## src/rtl/param_reg_file.sv

```systemverilog
// Parameterised 2-read/1-write register file with registered reads and a one-pass clear sweep.
// Optional write-first bypass: define PARAM_REG_FILE_BYPASS_EN (default build is read-first).
module param_reg_file #(
    parameter int DATA_W   = 16,
    parameter int ADDR_W   = 4,
    parameter bit ZERO_REG = 1'b0
) (
    input  logic              clk,
    input  logic              rst,
    input  logic [ADDR_W-1:0] SrcReg1,
    input  logic [ADDR_W-1:0] SrcReg2,
    input  logic [ADDR_W-1:0] DstReg,
    input  logic              WriteReg,
    input  logic [DATA_W-1:0] DstData,
    input  logic              clr,
    output logic [DATA_W-1:0] SrcData1,
    output logic [DATA_W-1:0] SrcData2,
    output logic              busy
);
    localparam int DEPTH = 2 ** ADDR_W;
    localparam logic [ADDR_W-1:0] LAST_ADDR = {ADDR_W{1'b1}};

    typedef enum logic {
        IDLE  = 1'b0,
        CLEAR = 1'b1
    } state_e;

    state_e            state_q, state_d;
    logic [ADDR_W-1:0] sweep_q, sweep_d;
    logic [DATA_W-1:0] mem_q [DEPTH];
    logic [DATA_W-1:0] rd1_q, rd1_d;
    logic [DATA_W-1:0] rd2_q, rd2_d;
    logic              wr_en;

    assign busy     = (state_q == CLEAR);
    assign SrcData1 = rd1_q;
    assign SrcData2 = rd2_q;

    // Writes are locked out for the whole sweep, and address 0 is read-only when hardwired.
    assign wr_en = WriteReg && !clr && !busy && !(ZERO_REG && (DstReg == '0));

    // NOTE: every variable assigned in an always_comb gets a default first, so no path can
    // leave it unassigned and infer a latch.
    always_comb begin
        state_d = state_q;
        sweep_d = sweep_q;
        case (state_q)
            IDLE: begin
                if (clr) begin
                    state_d = CLEAR;
                    sweep_d = '0;
                end
            end
            CLEAR: begin
                if (sweep_q == LAST_ADDR) begin
                    state_d = IDLE;
                    sweep_d = '0;
                end else begin
                    sweep_d = sweep_q + ADDR_W'(1);
                end
            end
            default: begin
                state_d = IDLE;
                sweep_d = '0;
            end
        endcase
    end

    always_comb begin
        rd1_d = mem_q[SrcReg1];
        rd2_d = mem_q[SrcReg2];
`ifdef PARAM_REG_FILE_BYPASS_EN
        if (wr_en && (DstReg == SrcReg1)) rd1_d = DstData;
        if (wr_en && (DstReg == SrcReg2)) rd2_d = DstData;
`endif
        if (ZERO_REG && (SrcReg1 == '0)) rd1_d = '0;
        if (ZERO_REG && (SrcReg2 == '0)) rd2_d = '0;
    end

    // NOTE: the storage array is reset explicitly because reset must zero every register
    // on the same edge; sequential state is only ever assigned with <=.
    always_ff @(posedge clk) begin
        if (rst) begin
            state_q <= IDLE;
            sweep_q <= '0;
            rd1_q   <= '0;
            rd2_q   <= '0;
            for (int i = 0; i < DEPTH; i++) begin
                mem_q[i] <= '0;
            end
        end else begin
            state_q <= state_d;
            sweep_q <= sweep_d;
            rd1_q   <= rd1_d;
            rd2_q   <= rd2_d;
            if (state_q == CLEAR) begin
                mem_q[sweep_q] <= '0;
            end else if (wr_en) begin
                mem_q[DstReg] <= DstData;
            end
        end
    end

endmodule

```

## config.mk

```make
export PLATFORM = sky130hd
export DESIGN_NAME = param_reg_file
export DESIGN_NICKNAME = d
export VERILOG_FILES = /design/src/rtl/param_reg_file.sv
export SDC_FILE = /design/constraint.sdc
export NUM_CORES = 1
export LEC_CHECK = 0
export CELL_PAD_IN_SITES_DETAIL_PLACEMENT = 0
export CELL_PAD_IN_SITES_GLOBAL_PLACEMENT = 2
export CORE_MARGIN = 1
export CORE_UTILIZATION = 45
export DETAILED_ROUTE_END_ITERATION = 8
export PLACE_DENSITY = 0.82
export SETUP_SLACK_MARGIN = 0.2
export SYNTH_ARGS = -nofsm -noshare
export SYNTH_HDL_FRONTEND = slang
export SYNTH_SLANG_ARGS = --single-unit
export TNS_END_PERCENT = 30
```

## constraint.sdc

```tcl
create_clock -name clk -period 5.4 [get_ports clk]
set_input_delay 0.81 -clock clk [delete_from_list [all_inputs] [get_ports clk]]
set_output_delay 0.81 -clock clk [all_outputs]
set_load 0.01 [all_outputs]
```

* Yosys cells after proc, flatten, opt, wreduce, memory -nomap -nowiden
Memories as Yosys holds them, arrays and structs flattened. A register that Yosys moved wholly into a read port is not among the register bits.
Index checks and enable logic that the tools add are counted.
** Word-level totals
- Register bits after elaboration :: 5
- Bits in writable memories :: 256
- Input port bits :: 32
- Output and inout bits :: 33
- Logic and storage cells :: 34
- Memories kept :: 1
** Operators by class
- $add $sub $neg :: 1
- Equality and inequality tests :: 2
- Mux-type cells :: 21
- Bitwise logic cells :: 1
- Reduce and logical (&&, ||, !) cells :: 6
** Memories
- mem_q :: depth 16, bits a word 16, read ports 2, clocked after memory_dff 2, write ports 16, RTL line 30 : logic [DATA_W-1:0] mem_q [DEPTH];
** Operators by type and width (count)
- 16-bit 2-to-1 mux :: 2
- 16-bit OR reduction :: 2
- 4-bit 2-to-1 mux :: 4
- 1-bit 2-to-1 mux :: 13
- 4-bit case mux with 2 select lines :: 1
- 4-bit by 1-bit adder with 4-bit output (second input constant) :: 1
- 4-bit equality test (second input constant) :: 1
- 1-bit logical AND :: 2
- 1-bit logical NOT :: 2
- 2-bit inequality test (second input constant) :: 1
- 1-bit case mux with 2 select lines :: 1
- 1-bit NOT :: 1

* Logic depth before layout (Yosys ltp)
Gate-level depths: netlist of the first run.
- Depth in word-level cells :: 9
- Mapped depth :: 7
- Gate-level depth less buffers :: 4

* Least setup slack after synthesis of the first run
Ideal clock, no wire load.
- Kind :: input-to-reg
- Start point :: in clr
- End point :: mem mem_q[4][0], enable pin
- Library setup time :: 0.375 ns
- Arrival :: 2.792 ns
- Required time :: 5.025 ns
- Path slack :: 2.233 ns
- Cell stages on the path :: 5
- Buffers on the path :: 1
- Cells stage by stage :: nor4b_4 buf_6 mux2i_4 nand4_2 nand2b_1
** RTL lines
- start, declared :: RTL line 15 : input logic clr,
- end, declared :: RTL line 30

==> flow_metrics.py, run 1 <==
metrics = {
    "sta": {
        "finalHoldViolations": 0,
        "min_period_ns": 3.81,
        "setup_slack_ns": 1.59,
        "finClkSkew_ns": 0.0210,
        "rsz0062_at_grt": "no",
        "slew-limit-headroom_pct": 30.5,
        "finalSetupViolations": 0,
        "clock.fmax_mhz": 263,
        "period_share_pct": 70.5,
        "drv_slew": 0,
        "worstMarginPinSlew_ns": 1.04,
        "fin_tns_setup_ns": 0,
    },
    "synth": {
        "yosys.cell_types.count": 41,
        "synth_top_area_share_pct": 52.5,
        "ys_seq_elements": 293,
        "syn_nets": 1152,
        "synthXorXnorAreaFrac_pct": 0,
        "synthMuxAreaShare_pct": 20.1,
        "ys_warn_count": 0,
        "yosys.area_share.adder_pct": 0.0854,
        "synth_compound_area_share_pct": 6.19,
        "avgSynthCellArea_um2": 13.1,
        "syn_area_mm2": 0.0147,
        "seq_area_frac_synth_pct": 57.5,
        "syn_inst": 1119,
        "synthTopCellsByArea": "edfxtp_1, mux2i_1, mux4_2, nor2_1, dfxtp_1",
        "synth_top_cell_by_area": "edfxtp_1",
        "synth_simple_gate_area_share_pct": 12.9,
        "synth_top_family_by_area": "multiplexers",
    },
    "critical_path": {
        "regToRegStartpoint": "busy$_SDFF_PP0_",
        "crit_slowest_cell": "nand2b_1",
        "cp-start-kind": "primary input",
        "setup.worst_path.start": "clr",
        "crit_chain": "clkdlybuf4s50_1, nor4b_4, mux2i_4, nand4_4, nand2b_1",
        "crit_path_max_fanout": 17,
        "cp.arrival_ns": 3.99,
        "max_stage_delay_ns": 0.83,
        "critPathRequiredTime_ns": 5.58,
        "critPathCaptureType": "register",
        "criticalPathCategory": "in2reg",
    },
    "power": {
        "power.total_mw": 5.41,
        "power_density_mw_per_mm2": 325,
        "leakagePower_nw": 5.74,
        "peakVddDrop_mv": 0.231,
    },
    "global_routing": {
        "grt_pass1_wl_um": 61800,
        "grt_use_met2_pct": 43.4,
        "use_met1_pct": 34.9,
        "grt_usage_pct": 25.6,
        "grt.busiest_layer": "met2",
        "first_global_vias": 9374,
        "gr-usage-met3_pct": 3.15,
        "antenna_found_initial": 0,
        "grt_max_degree": 63,
        "overflow": 0,
    },
    "cells_and_area": {
        "drive_above_1_share_pct": 14.1,
        "area_growth_pct": 13.4,
        "filler_cell_count": 2748,
        "final-instance-count-excl-fill": 1609,
        "antenna_cells": 0,
        "utilization_pct": 52.3,
        "nNetsFinal": 1183,
    },
    "cts": {
        "clkSinkCount": 293,
        "post_cts.repair.setup_buffers": 0,
        "postCtsHoldBufs": 0,
        "htreeDepth": 1,
        "clk_pin_slew_ns": 0.06,
        "numCtsBuffers": 31,
        "cts_resized": 0,
        "cts_tree": "done",
        "clk_latency_ns": 0.56,
        "cts_buffer_depth": 3,
        "cts_root_buf": "clkbuf_16",
    },
    "placement": {
        "gp_congestion": 0.784,
        "place_hpwl_um": 29000,
        "dp.cells": 1552,
        "pre_cts_ws_ns": 1.00,
        "io_buffer_count": 64,
    },
    "route": {
        "viasPerCell": 6.02,
        "first_pass_iters": 5,
        "finalWirelength_um": 42600,
        "first_iter_violations": 1026,
        "routedWlPerCell_um": 26.4,
        "ant_nets": 0,
        "drc_errors": 0,
        "vias": 9687,
    },
    "die": {
        "die_area_mm2": 0.0333,
        "dieHeight_um": 182,
        "core_area_mm2": 0.0318,
        "die_x_um": 182,
        "rows": 65,
        "start_util_pct": 46.1,
        "ioPinCount": 65,
    },
    "outcome": {
        "status": "complete, no violations",
    },
    "worst_hold_path": {
        "min_from": "sweep_q[0]$_SDFFE_PP0P_",
        "min_path_type": "reg2reg",
    },
    "job": {
        "drv_cap": 0,
    },
}
critical path, delay by kind of cell:
kind	cells	cell delay [ns]
buffers and inverters	1	0.53
AND/OR/NAND/NOR	3	1.96
multiplexers	1	0.67
flip-flops by register name, summed over array words and instances (netlist names):
register  flops
mem_q       256
SrcData1     16
SrcData2     16
sweep_q       4
busy          1
path summary, 6_finish.rpt:
path / to / slack (ns) / cells past startpoint
setup / recovery: mem_q[3][12]$_SDFFCE_PN0P_ / 1.59 / 5
hold / removal: sweep_q[0]$_SDFFE_PP0P_ / 0.60 / 2
setup reg to reg: mem_q[3][12]$_SDFFCE_PN0P_ / 1.84 / 4
hold reg to reg: sweep_q[0]$_SDFFE_PP0P_ / 0.60 / 2
per-stage QoR:
stage,area [µm²],hold WS [ns]
2_1_floorplan,14700,0.516
3_3_place_gp,15600,0.578
3_5_place_dp,15600,0.597
4_1_cts,16600,0.603
5_1_grt,16600,0.634
6_report,16600,0.596
power breakdown:
group	internal (mW)	switching (mW)	total, mW
registers	2.56	0.0556	2.61
clock network	1.38	0.877	2.26
logic	0.221	0.317	0.538
total	4.16	1.25	5.41
metal layers:
| layer | routed length, µm | up-vias |
|---|---|---|
| li1 | - | 4254 |
| met1 | 18100 | 4968 |
| met2 | 21000 | 399 |
| met3 | 2590 | 66 |
| met4 | 954 | 0 |
| met5 | 0 | - |
logic make-up (layout without fill, tap and decap cells):
kind of cell / count (synthesis) / in the layout
AND/OR/NAND/NOR: 390 / 390
flip-flops: 293 / 293
multiplexers: 213 / 213
AO/OA/AOI/OAI: 130 / 130
buffers and inverters: 92 / 147
adder cells (fa/ha/maj): 1 / 1
cell usage in the layout, fill, tap and decap left out, types with 13 or more instances in the layout:
cell type,n
a21oi_1,13
a22oi_1,49
buf_4,25
clkbuf_16,31
clkdlybuf4s50_1,61
dfxtp_1,37
edfxtp_1,256
mux2i_1,143
mux4_2,59
nand2_1,51
nand2b_1,28
nand3_1,14
nand4_4,15
nor2_1,264
o21ai_0,34
cell type report:
type / count / area, µm² / area share (%)
clock inverters: 12 / 211 / 1.27
well taps: 435 / 544 / 3.27
flip-flops and latches: 293 / 8430 / 50.7
multi-input cells: 734 / 5760 / 34.6
clock buffers: 45 / 858 / 5.16
inverters: 2 / 7.51 / 0.0452
repair buffers: 88 / 815 / 4.90
Yosys cell counts:
master     number
nand3_1        14
or4b_1          1
ha_1            1
nor3b_1         1
a21oi_1        13
nor2b_1         5
o2111ai_1       5
nand2_1        51
a221oi_1       10
a22oi_1        49
nand2b_1       28
mux2_2          5
o211ai_1        5
inv_1           1
nor3_1          2
inv_2           1
clkbuf_1       45
a31oi_1         1
nor2_1        265
a41oi_1         1
o21ai_0        34
dfxtp_1        37
buf_1          14
edfxtp_1      256
o221ai_1        5
mux2_4          2
nand4_4        15
nand4_2         1
nor4b_4         1
a21oi_4         2
mux2_8          1
buf_6          15
mux2i_1       143
mux4_2         59
nand4bb_1       1
and2_1          2
mux2i_4         3
nand3b_1        2
buf_2          16
a311oi_1        5
or2_2           1
Power figures use the tool's default switching activity.
==> inputs of run 2 (changes only) <==
--- a/config.mk
+++ b/config.mk
@@ -8,9 +8,9 @@
 export CELL_PAD_IN_SITES_DETAIL_PLACEMENT = 0
 export CELL_PAD_IN_SITES_GLOBAL_PLACEMENT = 2
 export CORE_MARGIN = 1
-export CORE_UTILIZATION = 45
+export CORE_UTILIZATION = 39
 export DETAILED_ROUTE_END_ITERATION = 8
-export PLACE_DENSITY = 0.82
+export PLACE_DENSITY = 0.75
 export SETUP_SLACK_MARGIN = 0.2
 export SYNTH_ARGS = -nofsm -noshare
 export SYNTH_HDL_FRONTEND = slang
==> constraint.sdc (replaced) <==
create_clock -name clk -period 3.1 [get_ports clk]
set_input_delay 0.465 -clock clk [delete_from_list [all_inputs] [get_ports clk]]
set_output_delay 0.465 -clock clk [all_outputs]
set_load 0.01 [all_outputs]
==> flow_metrics.py, run 2 (synthesis gave the netlist of run 1 again) <==
metrics = {
    "route": {
        "vias": 9852,
        "drc_errors": 0,
        "viasPerCell": 5.72,
        "ant_nets": 0,
        "first_pass_iters": 5,
        "first_iter_violations": 776,
        "routedWlPerCell_um": 25.9,
        "finalWirelength_um": 44500,
    },
    "global_routing": {
        "first_global_vias": 9882,
        "antenna_found_initial": 0,
        "grt_usage_pct": 23.5,
        "grt_pass1_wl_um": 65200,
        "grt_max_degree": 40,
        "overflow": 0,
    },
    "critical_path": {
        "max_stage_delay_ns": 0.46,
        "critPathCaptureType": "register",
        "crit_path_max_fanout": 15,
        "critPathRequiredTime_ns": 3.31,
        "crit_chain": "nor4b_4, buf_12, mux2i_4, nand4_4, nand2b_1, buf_4",
        "cp.arrival_ns": 2.67,
        "cp-start-kind": "register",
        "criticalPathCategory": "reg2reg",
        "crit_slowest_cell": "dfxtp_1",
    },
    "sta": {
        "min_period_ns": 2.45,
        "worstMarginPinSlew_ns": 1.06,
        "rsz0062_at_grt": "no",
        "hold_slack_ns": 0.531,
        "clock.fmax_mhz": 408,
        "setup_slack_ns": 0.647,
        "slew-limit-headroom_pct": 29.5,
        "fin_tns_setup_ns": 0,
        "drv_slew": 0,
        "finClkSkew_ns": 0.0188,
        "period_share_pct": 79.1,
        "finalSetupViolations": 0,
        "finalHoldViolations": 0,
    },
    "placement": {
        "gp_congestion": 0.836,
        "io_buffer_count": 64,
        "place_hpwl_um": 30100,
        "pre_cts_ws_ns": 0.164,
    },
    "cts": {
        "htreeDepth": 2,
        "clkSinkCount": 293,
        "cts_root_buf": "clkbuf_16",
        "cts_buffer_depth": 3,
        "clk_latency_ns": 0.53,
        "cts_tree": "done",
        "post_cts.repair.setup_buffers": 0,
        "cts_resized": 0,
        "clk_pin_slew_ns": 0.06,
        "postCtsHoldBufs": 0,
        "numCtsBuffers": 35,
    },
    "cells_and_area": {
        "top_register": "mem_q",
        "nNetsFinal": 1260,
        "antenna_cells": 0,
        "area_growth_pct": 19.9,
        "utilization_pct": 47.8,
        "multiInputGateArea_mm2": 0.00576,
        "largest_reg_flops": 256,
        "final_cell_mix": "nor2_1, edfxtp_1, mux2i_1",
        "final_common_cell": "nor2_1",
        "register_area_mm2": 0.00843,
        "filler_cell_count": 3262,
        "drive_above_1_share_pct": 19.6,
    },
    "die": {
        "start_util_pct": 39.8,
        "dieHeight_um": 196,
        "rows": 70,
        "ioPinCount": 65,
        "die_area_mm2": 0.0384,
        "core_area_mm2": 0.0368,
        "die_x_um": 196,
    },
    "power": {
        "power_density_mw_per_mm2": 552,
        "power.total_mw": 9.70,
        "peakVddDrop_mv": 0.314,
        "leakagePower_nw": 6.22,
    },
    "outcome": {
        "status": "complete, no violations",
    },
    "job": {
        "drv_cap": 0,
    },
    "worst_hold_path": {
        "min_path_type": "in2reg",
    },
}
==> run 2: cell count changes in the layout (fill, tap and decap cells not counted), moves of 3 or more <==
cell,change
clkbuf_1,-5
buf_4,+49
clkinv_2,+4
inv_6,+3
buf_12,+24
clkbuf_16,+4
clkinv_1,+4
==> run 2: path summary, 6_finish.rpt <==
check / start / endpoint / slack (ns) / depth (start not counted)
worst max-delay path: busy$_SDFF_PP0_ / mem_q[6][14]$_SDFFCE_PN0P_ / 0.65 / 6
worst min-delay path: SrcReg1[2] / SrcData1[11]$_SDFF_PP0_ / 0.53 / 3
worst max register to register: busy$_SDFF_PP0_ / mem_q[6][14]$_SDFFCE_PN0P_ / 0.65 / 6
worst min register to register: sweep_q[2]$_SDFFE_PP0P_ / sweep_q[2]$_SDFFE_PP0P_ / 0.58 / 2
==> run 2: power breakdown <==
part	internal, mW	leakage, nW	switching [mW]
Combinational	0.468	2.72	0.588
Clock	2.44	0.553	1.66
Sequential	4.45	2.95	0.0879
==> run 2: final cells by class <==
class	count	area share, %
Tap cell	468	3.33
Inverter	2	0.0427
Clock buffer	42	5.19
Sequential cell	293	48.0
Timing Repair Buffer	161	9.46
Clock inverter	22	1.25
Multi-Input combinational cell	734	32.8
==> run 2: routing by layer <==
| metal | vias to the layer above | wire length [µm] | track usage, % |
|---|---|---|---|
| met5 | - | 0 | 0 |
| met2 | 322 | 21800 | 39.6 |
| met4 | 0 | 1080 | 6.42 |
| met1 | 5028 | 19200 | 31.8 |
| li1 | 4426 | - | - |
| met3 | 76 | 2480 | 3.20 |
==> run 2: critical path, delay by kind of cell (launching register included) <==
family / cells / cell delay [ns]
muxes: 1 / 0.46
DFF: 1 / 0.46
and+or+nand+nor: 3 / 0.78
buffers and inverters: 2 / 0.43
==> run 2: through the flow <==
stage | std cells | cell area (µm²)
2_1_floorplan | 1119 | 14700
3_3_place_gp | 1658 | 16400
3_5_place_dp | 1658 | 16400
4_1_cts | 1722 | 17600
5_1_grt | 1722 | 17600
6_report | 1722 | 17600
